==> src/rtl/gpu_blit_engine.sv <==
// Framebuffer blit engine: register-programmed copy or fill from the back
// buffer into the front buffer, with optional vblank gating and abort.
module gpu_blit_engine #(
  parameter int DATA_WIDTH = 64,
  parameter int ADDR_WIDTH = 11,
  parameter int DEPTH      = 1200
) (
  input  logic                  clock,
  input  logic                  reset,
  input  logic                  bus_sel,
  input  logic [2:0]            bus_reg,
  input  logic                  bus_write,
  input  logic                  bus_read,
  input  logic [DATA_WIDTH-1:0] bus_wr_data,
  output logic [DATA_WIDTH-1:0] bus_rd_data,
  input  logic                  vblank,
  output logic [ADDR_WIDTH-1:0] src_addr,
  input  logic [DATA_WIDTH-1:0] src_rd_data,
  output logic [ADDR_WIDTH-1:0] dst_addr,
  output logic [DATA_WIDTH-1:0] dst_wr_data,
  output logic                  dst_we,
  output logic                  busy
);

  localparam int LW = ADDR_WIDTH + 1;
  localparam int SW = ADDR_WIDTH + 2;
  localparam logic [LW-1:0] ONE   = LW'(1);
  localparam logic [SW-1:0] LIMIT = SW'(DEPTH);

  typedef enum logic [1:0] {IDLE, WAIT, RUN, DRAIN} state_t;

  state_t state, state_n;

  logic [ADDR_WIDTH-1:0] start_q;
  logic [LW-1:0]         length_q;
  logic [LW-1:0]         idx_q;
  logic [DATA_WIDTH-1:0] fill_q;
  logic                  wait_vb_q;
  logic                  done_q;
  logic                  error_q;
  logic                  aborted_q;
  logic                  fill_mode_q;
  logic                  pipe_valid_q;
  logic [ADDR_WIDTH-1:0] pipe_addr_q;
  logic [DATA_WIDTH-1:0] pipe_fill_q;

  logic          wr, idle;
  logic          ctrl_wr, start_wr, len_wr, fill_wr, status_wr;
  logic          go_req, bad, go_ok, abort;
  logic          paused, last, issue;
  logic [SW-1:0] end_sum;
  logic          done_set, clr_done, clr_err, clr_abt;

  assign wr        = bus_sel & bus_write;
  assign idle      = (state == IDLE);
  assign ctrl_wr   = wr & (bus_reg == 3'd0);
  assign start_wr  = wr & (bus_reg == 3'd1);
  assign len_wr    = wr & (bus_reg == 3'd2);
  assign fill_wr   = wr & (bus_reg == 3'd3);
  assign status_wr = wr & (bus_reg == 3'd4);

  // Range check is one bit wider than the sum so it cannot wrap.
  assign end_sum = {2'b00, start_q} + {1'b0, length_q};
  assign go_req  = ctrl_wr & idle & (bus_wr_data[0] | bus_wr_data[1]);
  assign bad     = (bus_wr_data[0] & bus_wr_data[1])
                 | (length_q == '0)
                 | (end_sum > LIMIT);
  assign go_ok   = go_req & ~bad;
  assign abort   = ctrl_wr & bus_wr_data[3] & ~idle;

  assign paused  = wait_vb_q & ~vblank;
  assign last    = (idx_q + ONE) == length_q;

  always_ff @(posedge clock) begin
    if (reset) state <= IDLE;
    else       state <= state_n;
  end

  always_comb begin
    state_n = state;
    issue   = 1'b0;
    unique case (state)
      IDLE: begin
        if (go_ok) state_n = bus_wr_data[2] ? WAIT : RUN;
      end
      WAIT: begin
        if (abort)       state_n = IDLE;
        else if (vblank) state_n = RUN;
      end
      RUN: begin
        if (abort) begin
          state_n = IDLE;
        end else if (!paused) begin
          issue = 1'b1;
          if (last) state_n = DRAIN;
        end else if (!pipe_valid_q) begin
          state_n = WAIT;
        end
      end
      DRAIN: state_n = IDLE;
      default: state_n = IDLE;
    endcase
  end

  // A status set in the same cycle as a W1C clear takes priority.
  assign done_set = (state == DRAIN) & ~abort;
  assign clr_done = go_req | (status_wr & bus_wr_data[1]);
  assign clr_err  = go_req | (status_wr & bus_wr_data[2]);
  assign clr_abt  = go_req | (status_wr & bus_wr_data[3]);

  always_ff @(posedge clock) begin
    if (reset) begin
      start_q      <= '0;
      length_q     <= '0;
      fill_q       <= '0;
      wait_vb_q    <= 1'b0;
      done_q       <= 1'b0;
      error_q      <= 1'b0;
      aborted_q    <= 1'b0;
      fill_mode_q  <= 1'b0;
      idx_q        <= '0;
      pipe_valid_q <= 1'b0;
      pipe_addr_q  <= '0;
      pipe_fill_q  <= '0;
    end else begin
      pipe_valid_q <= issue;
      if (issue) begin
        pipe_addr_q <= src_addr;
        pipe_fill_q <= fill_q;
        idx_q       <= idx_q + ONE;
      end
      if (go_ok) begin
        idx_q       <= '0;
        fill_mode_q <= bus_wr_data[1];
      end
      if (idle) begin
        if (start_wr) start_q   <= bus_wr_data[ADDR_WIDTH-1:0];
        if (len_wr)   length_q  <= bus_wr_data[LW-1:0];
        if (fill_wr)  fill_q    <= bus_wr_data;
        if (ctrl_wr)  wait_vb_q <= bus_wr_data[2];
      end
      done_q    <= done_set | (done_q & ~clr_done);
      error_q   <= (go_req & bad) | (error_q & ~clr_err);
      aborted_q <= abort | (aborted_q & ~clr_abt);
    end
  end

  assign src_addr    = start_q + idx_q[ADDR_WIDTH-1:0];
  assign dst_addr    = pipe_addr_q;
  assign dst_we      = pipe_valid_q;
  assign dst_wr_data = !pipe_valid_q ? '0
                     : fill_mode_q   ? pipe_fill_q
                     : src_rd_data;
  assign busy        = ~idle;

  always_comb begin
    bus_rd_data = '0;
    if (bus_sel & bus_read) begin
      case (bus_reg)
        3'd0: bus_rd_data[2] = wait_vb_q;
        3'd1: bus_rd_data[ADDR_WIDTH-1:0] = start_q;
        3'd2: bus_rd_data[LW-1:0] = length_q;
        3'd3: bus_rd_data = fill_q;
        3'd4: bus_rd_data[3:0] = {aborted_q, error_q, done_q, busy};
        default: bus_rd_data = '0;
      endcase
    end
  end

endmodule

==> config.mk <==
export PLATFORM = sky130hd
export DESIGN_NAME = gpu_blit_engine
export DESIGN_NICKNAME = d
export VERILOG_FILES = /design/src/rtl/gpu_blit_engine.sv
export SDC_FILE = /design/constraint.sdc
export NUM_CORES = 1
export LEC_CHECK = 0
export CELL_PAD_IN_SITES_DETAIL_PLACEMENT = 0
export CELL_PAD_IN_SITES_GLOBAL_PLACEMENT = 2
export CORE_MARGIN = 2
export CORE_UTILIZATION = 29
export DETAILED_ROUTE_END_ITERATION = 16
export PLACE_DENSITY = 0.95
export SYNTH_ARGS = -nofsm -noshare
export SYNTH_HDL_FRONTEND = slang
export SYNTH_SLANG_ARGS = --single-unit
==> constraint.sdc <==
create_clock -name clock -period 4.7 [get_ports clock]
set_clock_uncertainty 0.2 [all_clocks]
set_input_delay 0.94 -clock clock [delete_from_list [all_inputs] [get_ports clock]]
set_output_delay 0.94 -clock clock [all_outputs]
set_load 0.05 [all_outputs]
== Yosys cells after proc, flatten, opt, wreduce, memory -nomap -nowiden ==
Index checks and enable logic that the tools add are counted.
W data, S select, Z words.

* Bits in registers: 182
* Bits of input ports: 137
* Output and inout port bits: 152
* Word-level logic and storage cells: 97

* Add/subtract/negate cells: 3
* Magnitude comparators: 1
* Equality and inequality tests: 12
* Mux-type cells: 21
* Bitwise operators: 38
* Reduce and logical (&&, ||, !) cells: 9

{| class="wikitable"
|+ Operators with widths
! operator !! number
|-
| $mux W64 || 3
|-
| $mux W52 || 1
|-
| $and A1 B1 Y1 || 22
|-
| $pmux W7 S3 || 1
|-
| $mux W2 || 8
|-
| $pmux W2 S4 || 2
|-
| $add A11 B12 Y13 || 1
|-
| $gt A13 B11 Y1 const B || 1
|-
| $add A12 B1 Y12 const B || 1
|-
| $eq A12 B12 Y1 || 1
|-
| $logic_not A12 Y1 || 1
|-
| $add A11 B11 Y11 || 1
|-
| $or A1 B1 Y1 || 9
|-
| $ne A4 B4 Y1 const B || 2
|-
| $reduce_and A2 Y1 || 4
|-
| $not A1 Y1 || 7
|-
| $eq A3 B2 Y1 const B || 2
|-
| $pmux W1 S5 || 1
|-
| $eq A2 B2 Y1 const B || 2
|-
| $pmux W1 S4 || 1
|-
| $reduce_and A4 Y1 || 1
|-
| $eq A3 B1 Y1 const B || 1
|-
| $eq A3 B3 Y1 const B || 1
|-
| $logic_not A3 Y1 || 1
|-
| 7 further kinds || 9
|}

== Longest topological paths before layout ==
Gate-level depths: netlist of the first run.

* Depth after elaboration: 8
* Depth in mapped cells: 11

== Least setup slack after synthesis of the first run ==
No wires, ideal clock.

* Kind: reg2out
* Start: register idx_q[0]
* End: output src_addr[10]
* Arrival time: 2712 ps
* Path slack: 848 ps
* Stages on the path, launching flop included: 11
* Path through: dfxtp_1 ha_1 inv_1 fa_1 nor2b_1 o21ai_0 a21boi_0 o21ai_0 a21oi_1 a31oi_1 xnor2_1

* Cells in the longest elaborated chain, start to end: 1

{| class="wikitable"
|+ RTL lines
! element !! RTL line !! text
|-
| start, declared || 36 || <nowiki>logic [LW-1:0] idx_q;</nowiki>
|-
| start signal, assigned || 130 || <nowiki>idx_q <= idx_q + ONE;</nowiki>
|-
| $add A11 B11 Y11 || 148 || <nowiki>assign src_addr = start_q + idx_q[ADDR_WIDTH-1:0];</nowiki>
|-
| end, declared || 17 || <nowiki>output logic [ADDR_WIDTH-1:0] src_addr,</nowiki>
|}

Every way passes these cells.

== Final worst setup path of the first run ==
Ends and elaborated chain as after synthesis.

==> flow_metrics.env, run 1 <==
export IMPL_path_buf_inv=2
export IMPL_top_layer="met5"
export IMPL_rsz0062_at_grt="false"
export IMPL_cp_depth=11
export IMPL_root_buffer="clkbuf_16"
export IMPL_antenna_found_initial=2
export IMPL_ys_types=60
export IMPL_drt_met1_wl_um=14900
export IMPL_fillCellCount=3266
export IMPL_start_util_pct=29.5
export IMPL_critPathKind="reg -> out"
export IMPL_placement_io_buffers=288
export IMPL_dp_hpwl_um=23300
export IMPL_mostFrequentLayoutCells="nand2_1, clkdlybuf4s50_1, dfxtp_1"
export IMPL_drc=0
export IMPL_vias_per_cell=4.73
export IMPL_drive_above_1_share_pct=9.51
export IMPL_crit_slowest_cell="dfxtp_1"
export IMPL_vias=9004
export IMPL_cts_buffers=17
export IMPL_clk_latency_ns=0.43
export IMPL_min_path_type="reg -> reg"
export IMPL_drtIter0Drc=509
export IMPL_syn_to_final_growth_pct=46.9
export IMPL_synthDominantCellAreaShare_pct=38.0
export IMPL_outcome="completed"
export IMPL_synth_area_leaders="dfxtp_1, nand2_1, mux2i_1"
export IMPL_synth_main_ff_cell="dfxtp_1"
export IMPL_syn_nets=1373
export IMPL_setup_viol=0
export IMPL_final_hold_viol_count=0
export IMPL_synth_avg_cell_area_sq_um=7.92
export IMPL_cp_top_family="compound AO/OA/AOI/OAI gates"
export IMPL_maxSlewViolCount=0
export IMPL_crit_arrival_ns=3.16
export IMPL_synth_seq_cells=182
export IMPL_ir_drop_mv=0.220
export IMPL_final_core_util_pct=43.3
export IMPL_fp_coreArea_sq_um=32500
export IMPL_grt_pass1_wl_um=49600
export IMPL_grt_pass1_vias=8723
export IMPL_endpoint_kind="primary output"
export IMPL_seq_area_frac_synth_pct=38.0
export IMPL_routed_wl_um=32200
export IMPL_finalCritPeriodShare_pct=91.6
export IMPL_power_total_mw=3.32
export IMPL_dieArea_sq_um=34600
export IMPL_cts_sinks=182
export IMPL_r2r_setup_slack_ns=1.23
export IMPL_worst_hold_slack_ns=0.257
export IMPL_r2r_start="length_q[0]$_SDFFE_PP0P_"
export IMPL_cts_buffer_depth=2
export IMPL_synthArstFlopShare_pct=0
export IMPL_cts_tree="built"
export IMPL_htreeDepth=4
export IMPL_crit_fanout=6
export IMPL_setup_tns_ns=0
export IMPL_synth_area_sq_um=9600
export IMPL_grt_util_all_layers_pct=18.4
export IMPL_drt_pass1_iter_count=5
export IMPL_power_density_nw_per_um2=236
export IMPL_worstPathCellList="ha_1, inv_1, fa_1, nor2b_1, o21ai_0, a21boi_0, o21ai_0, a21oi_1, a31oi_1, xnor2_1, buf_4"
export IMPL_relSlewSlack_pct=30.1
export IMPL_clk_pin_slew_ns=0.07
export IMPL_postCtsSetupRepairBufs=0
export IMPL_multi_input_area_sq_um=5590
export IMPL_gp_congestion=0.918
export IMPL_num_rows=66
export IMPL_worst_ep_required_time_ns=3.56
export IMPL_postSynthCellCount=1212
export IMPL_ys_warn_count=0
export IMPL_ant_nets=0
export IMPL_timing_rr_end="idx_q[0]$_SDFFE_PP0P_"
export IMPL_cap_violations=0
export IMPL_leakagePower_nw=5.04
export IMPL_nNetsFinal=1609
export IMPL_dr_wl_met3_um=1550
export IMPL_die_x_um=186
export IMPL_reg2regPathDepth=10
export IMPL_io_pins=289
export IMPL_fmax_mhz=232
export IMPL_die_h_um=186
export IMPL_start_kind="flop"
export IMPL_fin_crit_ns=4.30
export IMPL_ff_latch_area_sq_um=3650
export IMPL_final_common_cell="nand2_1"
export IMPL_cp_slowest_stage_delay_ns=0.45
export IMPL_yosys_area_top_type="dfxtp_1"
export IMPL_grt_max_degree=89
export IMPL_cp_common_cell="o21ai_0"
export IMPL_gr_total_overflow=0
export IMPL_synth_edf_count=0
export IMPL_cp_endpoint="src_addr[10]"
export IMPL_crit_start="idx_q[0]$_SDFFE_PP0P_"
export IMPL_tightest_slew_ns=1.05
export IMPL_met2_length_um=15200
export IMPL_wl_per_cell_um=16.9
[cell type report]
| cell class | instances | area share [%] |
|---|---|---|
| clock buffer | 19 | 3.14 |
| multi-input combinational | 934 | 39.6 |
| timing repair buffer | 301 | 26.0 |
| inverter | 12 | 0.319 |
| antenna | 2 | 0.0355 |
| clock inverter | 13 | 1.08 |
| tap | 442 | 3.92 |
| sequential | 182 | 25.9 |
[registers in the layout (all words and copies together), names as in the netlist]
register and flops:
start_q 11, length_q 12, idx_q 12, dst_addr 11
error_q 1, fill_mode_q 1, pipe_fill_q 64, state 2
fill_q 64, aborted_q 1, dst_we 1, done_q 1
wait_vb_q 1
[how the worst min path moves through the flow]
| stage | to | slack, ns | depth (start not counted) | startpoint |
|---|---|---|---|---|
| 6_report | pipe_fill_q[15]$_SDFFE_PP0P_ | 0.26 | 2 | pipe_fill_q[15]$_SDFFE_PP0P_ |
| 5_1_grt | pipe_fill_q[63]$_SDFFE_PP0P_ | 0.27 | 2 | pipe_fill_q[63]$_SDFFE_PP0P_ |
| 4_1_cts | pipe_fill_q[63]$_SDFFE_PP0P_ | 0.26 | 2 | pipe_fill_q[63]$_SDFFE_PP0P_ |
| 3_5_place_dp | pipe_fill_q[22]$_SDFFE_PP0P_ | 0.25 | 2 | pipe_fill_q[22]$_SDFFE_PP0P_ |
| 3_3_place_gp | error_q$_SDFF_PP0_ | 0.24 | 2 | error_q$_SDFF_PP0_ |
| 2_1_floorplan | error_q$_SDFF_PP0_ | 0.23 | 2 | error_q$_SDFF_PP0_ |
[layer usage]
layer / up-vias / global-route usage [%]
li1: 4537 / -
met1: 4178 / 24.8
met2: 248 / 30.2
met3: 39 / 2.88
met4: 2 / 5.83
met5: - / 0
[power breakdown]
part / internal, mW / switching [mW] / total (mW)
Clock: 0.776 / 0.707 / 1.48
Combinational: 0.150 / 0.127 / 0.277
Sequential: 1.55 / 0.0140 / 1.56
[cell families (layout without fill, tap and decap cells)]
group	after synthesis	after routing	synth area share [%]
buf+inv	96	345	4.14
mux	104	104	10.9
simple gates	546	546	26.3
other cells	0	2	0
compound gates	214	214	13.2
xor+xnor	46	46	4.20
fa+ha+maj	24	24	3.28
flops	182	182	38.0
[synthesized netlist by cell type, drive strengths merged, types with 4 or more instances]
master / count
a21o: 8
a21oi: 151
a31oi: 5
xor2: 22
and2: 57
nor2b: 71
nor4: 7
buf: 15
a2111oi: 4
inv: 12
or2: 4
nor2: 64
o21ai: 12
nand4: 5
mux2i: 97
xnor2: 24
nand3: 9
nand2b: 5
ha: 22
mux2: 7
nand2: 297
o211ai: 4
a22oi: 11
dfxtp: 182
clkbuf: 69
nor3: 10
[through the flow]
stage | instance area [sq um] | std cells | worst slack, ns
final | 14100 | 1905 | 0.397
after global routing | 14100 | 1903 | 0.00796
after CTS | 14100 | 1903 | 0.0324
after detailed placement | 13500 | 1871 | 0.523
after global placement | 13500 | 1871 | 0.539
after floorplan | 9600 | 1212 | 0.848
[worst min-delay path, stage by stage (launching register included)]
cell and delay [ns]:
dfxtp_1 0.31, nand2_1 0.05, a21oi_1 0.05
[repair_timing]
action / CTS / global route
hold buffers: 0 / 0
resized for setup: 0 / 2
endpoints found under the setup margin: 0 / 2
(Power assumes the default switching activity.)
==> run 2, diff against run 1 <==
Settings changed: CORE_ASPECT_RATIO from default to 0.6, RECOVER_POWER from default to 50.
==> flow_metrics.env, run 2 (synthesis gave the netlist of run 1 again) <==
export IMPL_crit_arrival_ns=4.46
export IMPL_fp_coreArea_sq_um=32500
export IMPL_place_ws_ns=0.569
export IMPL_antenna_found_initial=6
export IMPL_clockPowerShare_pct=45.2
export IMPL_setup_viol=0
export IMPL_crit_slowest_cell="a2111oi_0"
export IMPL_fillCellCount=3224
export IMPL_hold_path_depth=2
export IMPL_fmax_mhz=230
export IMPL_start_util_pct=29.6
export IMPL_crit_fanout=13
export IMPL_htreeDepth=4
export IMPL_rsz0062_at_grt="false"
export IMPL_drtIter0Drc=618
export IMPL_die_h_um=145
export IMPL_worst_ep_required_time_ns=4.81
export IMPL_vias_per_cell=4.84
export IMPL_seq_power_share_pct=46.6
export IMPL_clk_pin_slew_ns=0.07
export IMPL_gp_congestion=0.820
export IMPL_vias=9152
export IMPL_switching_power_mw=0.834
export IMPL_p_int_mw=2.53
export IMPL_final_common_cell="nand2_1"
export IMPL_leakagePower_nw=5.05
export IMPL_clk_latency_ns=0.45
export IMPL_grt_pass1_wl_um=54000
export IMPL_grt_util_all_layers_pct=20.2
export IMPL_power_density_nw_per_um2=240
export IMPL_finalCritPeriodShare_pct=92.6
export IMPL_reg2regPathDepth=10
export IMPL_setup_ws_ns=0.348
export IMPL_placed_cells=1857
export IMPL_worst_hold_slack_ns=0.259
export IMPL_min_path_type="reg -> reg"
export IMPL_postCtsSetupRepairBufs=0
export IMPL_grt_pass1_vias=8837
export IMPL_wl_per_cell_um=18.6
export IMPL_maxSlewViolCount=35
export IMPL_start_kind="input pin"
export IMPL_cap_violations=1
export IMPL_cts_tree="built"
export IMPL_setup_tns_ns=0
export IMPL_dieArea_sq_um=34600
export IMPL_drive_above_1_share_pct=9.56
export IMPL_cts_buffers=17
export IMPL_drt_pass1_iter_count=5
export IMPL_endpoint_kind="flop"
export IMPL_violations="max-capacitance violations, max-slew violations"
export IMPL_relSlewSlack_pct=-6.24
export IMPL_cts_buffer_depth=2
export IMPL_biggestRegsByFlops="fill_q (64), pipe_fill_q (64)"
export IMPL_root_buffer="clkbuf_16"
export IMPL_final_hold_viol_count=0
export IMPL_routed_wl_um=35300
export IMPL_cp_slowest_stage_delay_ns=1.03
export IMPL_placement_io_buffers=288
export IMPL_worstPathCellList="dlygate4sd3_1, or2_0, nor4_1, o21ai_0, a2111oi_0, or2_2, a21oi_1"
export IMPL_comb_power_share_pct=8.2
export IMPL_grt_max_degree=81
export IMPL_swShare_pct=24.8
export IMPL_cts_sinks=182
export IMPL_drc=0
export IMPL_dp_hpwl_um=26000
export IMPL_fin_crit_ns=4.35
export IMPL_holdBufCountCts=0
export IMPL_stdcell_count=1892
export IMPL_gr_total_overflow=0
export IMPL_num_rows=51
export IMPL_ant_nets=0
export IMPL_ir_drop_mv=0.214
export IMPL_io_pins=289
export IMPL_outcome="finished, violations left"
export IMPL_cts_resized=0
export IMPL_critPathKind="in -> reg"
export IMPL_die_x_um=239
export IMPL_tightest_slew_ns=1.59
export IMPL_syn_to_final_growth_pct=46.2
export IMPL_mostFrequentLayoutCells="nand2_1, clkdlybuf4s50_1, dfxtp_1"
export IMPL_power_total_mw=3.36
export IMPL_nNetsFinal=1613
-- run 2: power by group through the flow --
stage	combinational (mW)	clock (mW)	sequential, mW
final	0.276	1.52	1.57
after floorplan	0.120	0	1.60
after CTS	0.281	1.56	1.57
after global routing	0.298	1.62	1.57
after detailed placement	0.279	0	1.60
after global placement	0.276	0	1.60
-- run 2: path summary, 6_finish.rpt --
| kind | from | end | slack (ns) |
|---|---|---|---|
| hold reg to reg | pipe_fill_q[27]$_SDFFE_PP0P_ | pipe_fill_q[27]$_SDFFE_PP0P_ | 0.26 |
| hold / removal | pipe_fill_q[27]$_SDFFE_PP0P_ | pipe_fill_q[27]$_SDFFE_PP0P_ | 0.26 |
| setup / recovery | bus_reg[1] | error_q$_SDFF_PP0_ | 0.35 |
| setup reg to reg | start_q[0]$_SDFFE_PP0P_ | error_q$_SDFF_PP0_ | 0.64 |
-- run 2: worst max-delay path, delay by kind of cell --
| family | cells | cell delay (ns) |
|---|---|---|
| buf+inv | 1 | 0.72 |
| simple gates | 3 | 1.34 |
| compound gates | 3 | 1.45 |
-- run 2: metrics by stage --
stage                     area (sq um)  util [%]
final                            14000      43.2
after global routing             14000      43.2
after CTS                        14100      43.3
after detailed placement         13500      41.5
after global placement           13500      41.5
after floorplan                   9600         -
-- run 2: routing by layer --
| metal | share of wire, % | up-vias | global-route usage (%) |
|---|---|---|---|
| li1 | - | 4547 | - |
| met1 | 48 | 4277 | 28.7 |
| met5 | 0.091 | - | 0 |
| met4 | 0.76 | 6 | 3.88 |
| met3 | 7.5 | 30 | 5.99 |
| met2 | 43 | 292 | 30.3 |
-- run 2: area by class of cell --
class                   instances  area, sq um  share of cell area (%)
inverters                      12         45.0                   0.321
repair buffers                305         3640                    26.0
clock buffers                  19          453                    3.23
clock inverters                13          160                    1.14
diodes                          3         7.51                  0.0535
multi-input cells             934         5550                    39.6
flip-flops and latches        182         3650                    26.0
well taps                     424          531                    3.78
==> patch: new RTL, config.mk and constraints of run 1 <==
Encoding of `state_t`: now one-hot (4 bits for 4 states).
--- a/src/rtl/gpu_blit_engine.sv
+++ b/src/rtl/gpu_blit_engine.sv
@@ -29,3 +29,3 @@
 
-  typedef enum logic [1:0] {IDLE, WAIT, RUN, DRAIN} state_t;
+  typedef enum logic [3:0] {IDLE = 4'b0001, WAIT = 4'b0010, RUN = 4'b0100, DRAIN = 4'b1000} state_t;
 
Check against the original RTL: same outputs for any inputs over 4 cycles, from zero or initial values and one cycle with reset high; so few cycles prove little.
==> patch against run 1 <==
Sequential cell count grew 2. Fmax shrank 0.85%. Area after synthesis grew 1.9%. Global-route usage grew 0.21 points. Setup slack lost 0.037 ns. Power shrank 0.84%. First-iteration DRC count grew 25%. Critical path depth is the same. Final area grew 1.4%. Core utilization shrank 0.48 points. Routed wire length grew 2.4%.
==> patch: results (changes against run 1) <==
| Metric | Value |
|---|---|
| Outcome | `finished clean (unchanged)` |
| Largest net degree at the start of global routing | `123 (was 89)` |
| Cells on worst reg2reg path | `11 (was 10)` |
| Global placer's final weighted congestion | `0.8769 (was 0.9175)` |
| Antenna cells | `1 (was 2)` |
| Multi-In Gates | `978 (was 934)` |
| Top post-synthesis cells by area | `dfxtp_1 (38%), nand2_1 (13%), a21oi_1 (8.4%) (was dfxtp_1 (38%), nand2_1 (12%), mux2i_1 (10%))` |
| M1 WL | `15.36 mm (was 14.89 mm)` |
| Buffers excl. clock | `305 (was 301)` |
| Fraction of area in registers | `0.2579 (was 0.2587)` |
| Vias per inst | `4.812 (was 4.727)` |
| FILL cells | `3,355 (was 3,266)` |
| Max clock buf depth | `2 (unchanged)` |
| Synth Area in XOR/XNOR | `0.03224 (was 0.04197)` |
| M3 GR Usage | `0.03912 (was 0.02876)` |
| WL final | `33.01 mm (was 32.23 mm)` |
| Synthesized Nets | `1,424 (was 1,373)` |
| Lkg Pwr | `4.890 nW (was 5.036 nW)` |
| Dpl hpwl | `22.76 mm (was 23.34 mm)` |
| Clock-cell share | `0.03902 (was 0.04223)` |
| Non-clk invs | `15 (was 12)` |
| Non-clock buffering overhead | `0.2584 (was 0.2600)` |
| Worst slew pin tran | `1.178 ns (was 1.049 ns)` |
| Commonest cells post-synth | `nand2_1 (326), dfxtp_1 (184), a21oi_1 (164) (was nand2_1 (297), dfxtp_1 (182), a21oi_1 (150))` |
| Met1 usage | `0.2482 (was 0.2475)` |
| # clk buffers | `17 (was 19)` |
| Met2 WL | `15.10 mm (was 15.19 mm)` |
| Fraction of area in multi-input gates | `0.4013 (was 0.3963)` |
| Worst path arrival time | `3.20 ns (was 3.16 ns)` |
| Peak VDD IR | `0.2170 mV (was 0.2195 mV)` |
| Initial DRC count | `638 (was 509)` |
| Netlist cell types | `63 (was 60)` |
| CTS Buf Count | `17 (unchanged)` |
| Initial antenna violation count | `1 (was 2)` |
| Min-Delay Startpoint | `fill_q[22] (was pipe_fill_q[15])` |
| Nets | `1,662 (was 1,609)` |
| Area share of fa/ha/maj cells after synthesis | `0.03224 (was 0.03284)` |
| Gr usage total | `0.1862 (was 0.1841)` |
| GR Util met2 | `0.3004 (was 0.3016)` |
| Share of cells above drive strength 1 | `0.09848 (was 0.09514)` |
| First-pass GRT wire length | `52.20 mm (was 49.56 mm)` |
| Vias in the first global route | `9,261 (was 8,723)` |
[patch: worst min-delay path: cells and delay by family (launching register included)]
family,cells,cell delay [ns]
AO/OA/AOI/OAI,1,0.05
flip-flops,1,0.32
AND/OR/NAND/NOR,1,0.05
[patch: power breakdown]
part,switching (mW),leakage (nW),internal (mW),total (mW)
combinational,0.143,3.13,0.155,0.299
sequential,0.0164,1.48,1.57,1.59
clock,0.708,0.279,0.704,1.41
total,0.868,4.89,2.43,3.30
[patch: per-stage QoR]
step                      power, mW  instances  worst slack [ns]  hold WS [ns]  area [sq um]
after floorplan               1.746       1263            0.8479        0.2327          9779
after global placement        1.919       1930            0.6822        0.2434         13740
after detailed placement      1.920       1930            0.6404        0.2480         13740
after CTS                     3.343       1961            0.3273        0.2543         14300
after global routing          3.433       1962           0.05341        0.2748         14300
final                         3.296       1962            0.3599        0.2546         14300
[patch: logic make-up after synthesis]
family          Yosys count
compound gates          252
xor+xnor                 36
fa+ha+maj                24
buf+inv                 101
flops                   184
mux                      90
simple gates            576
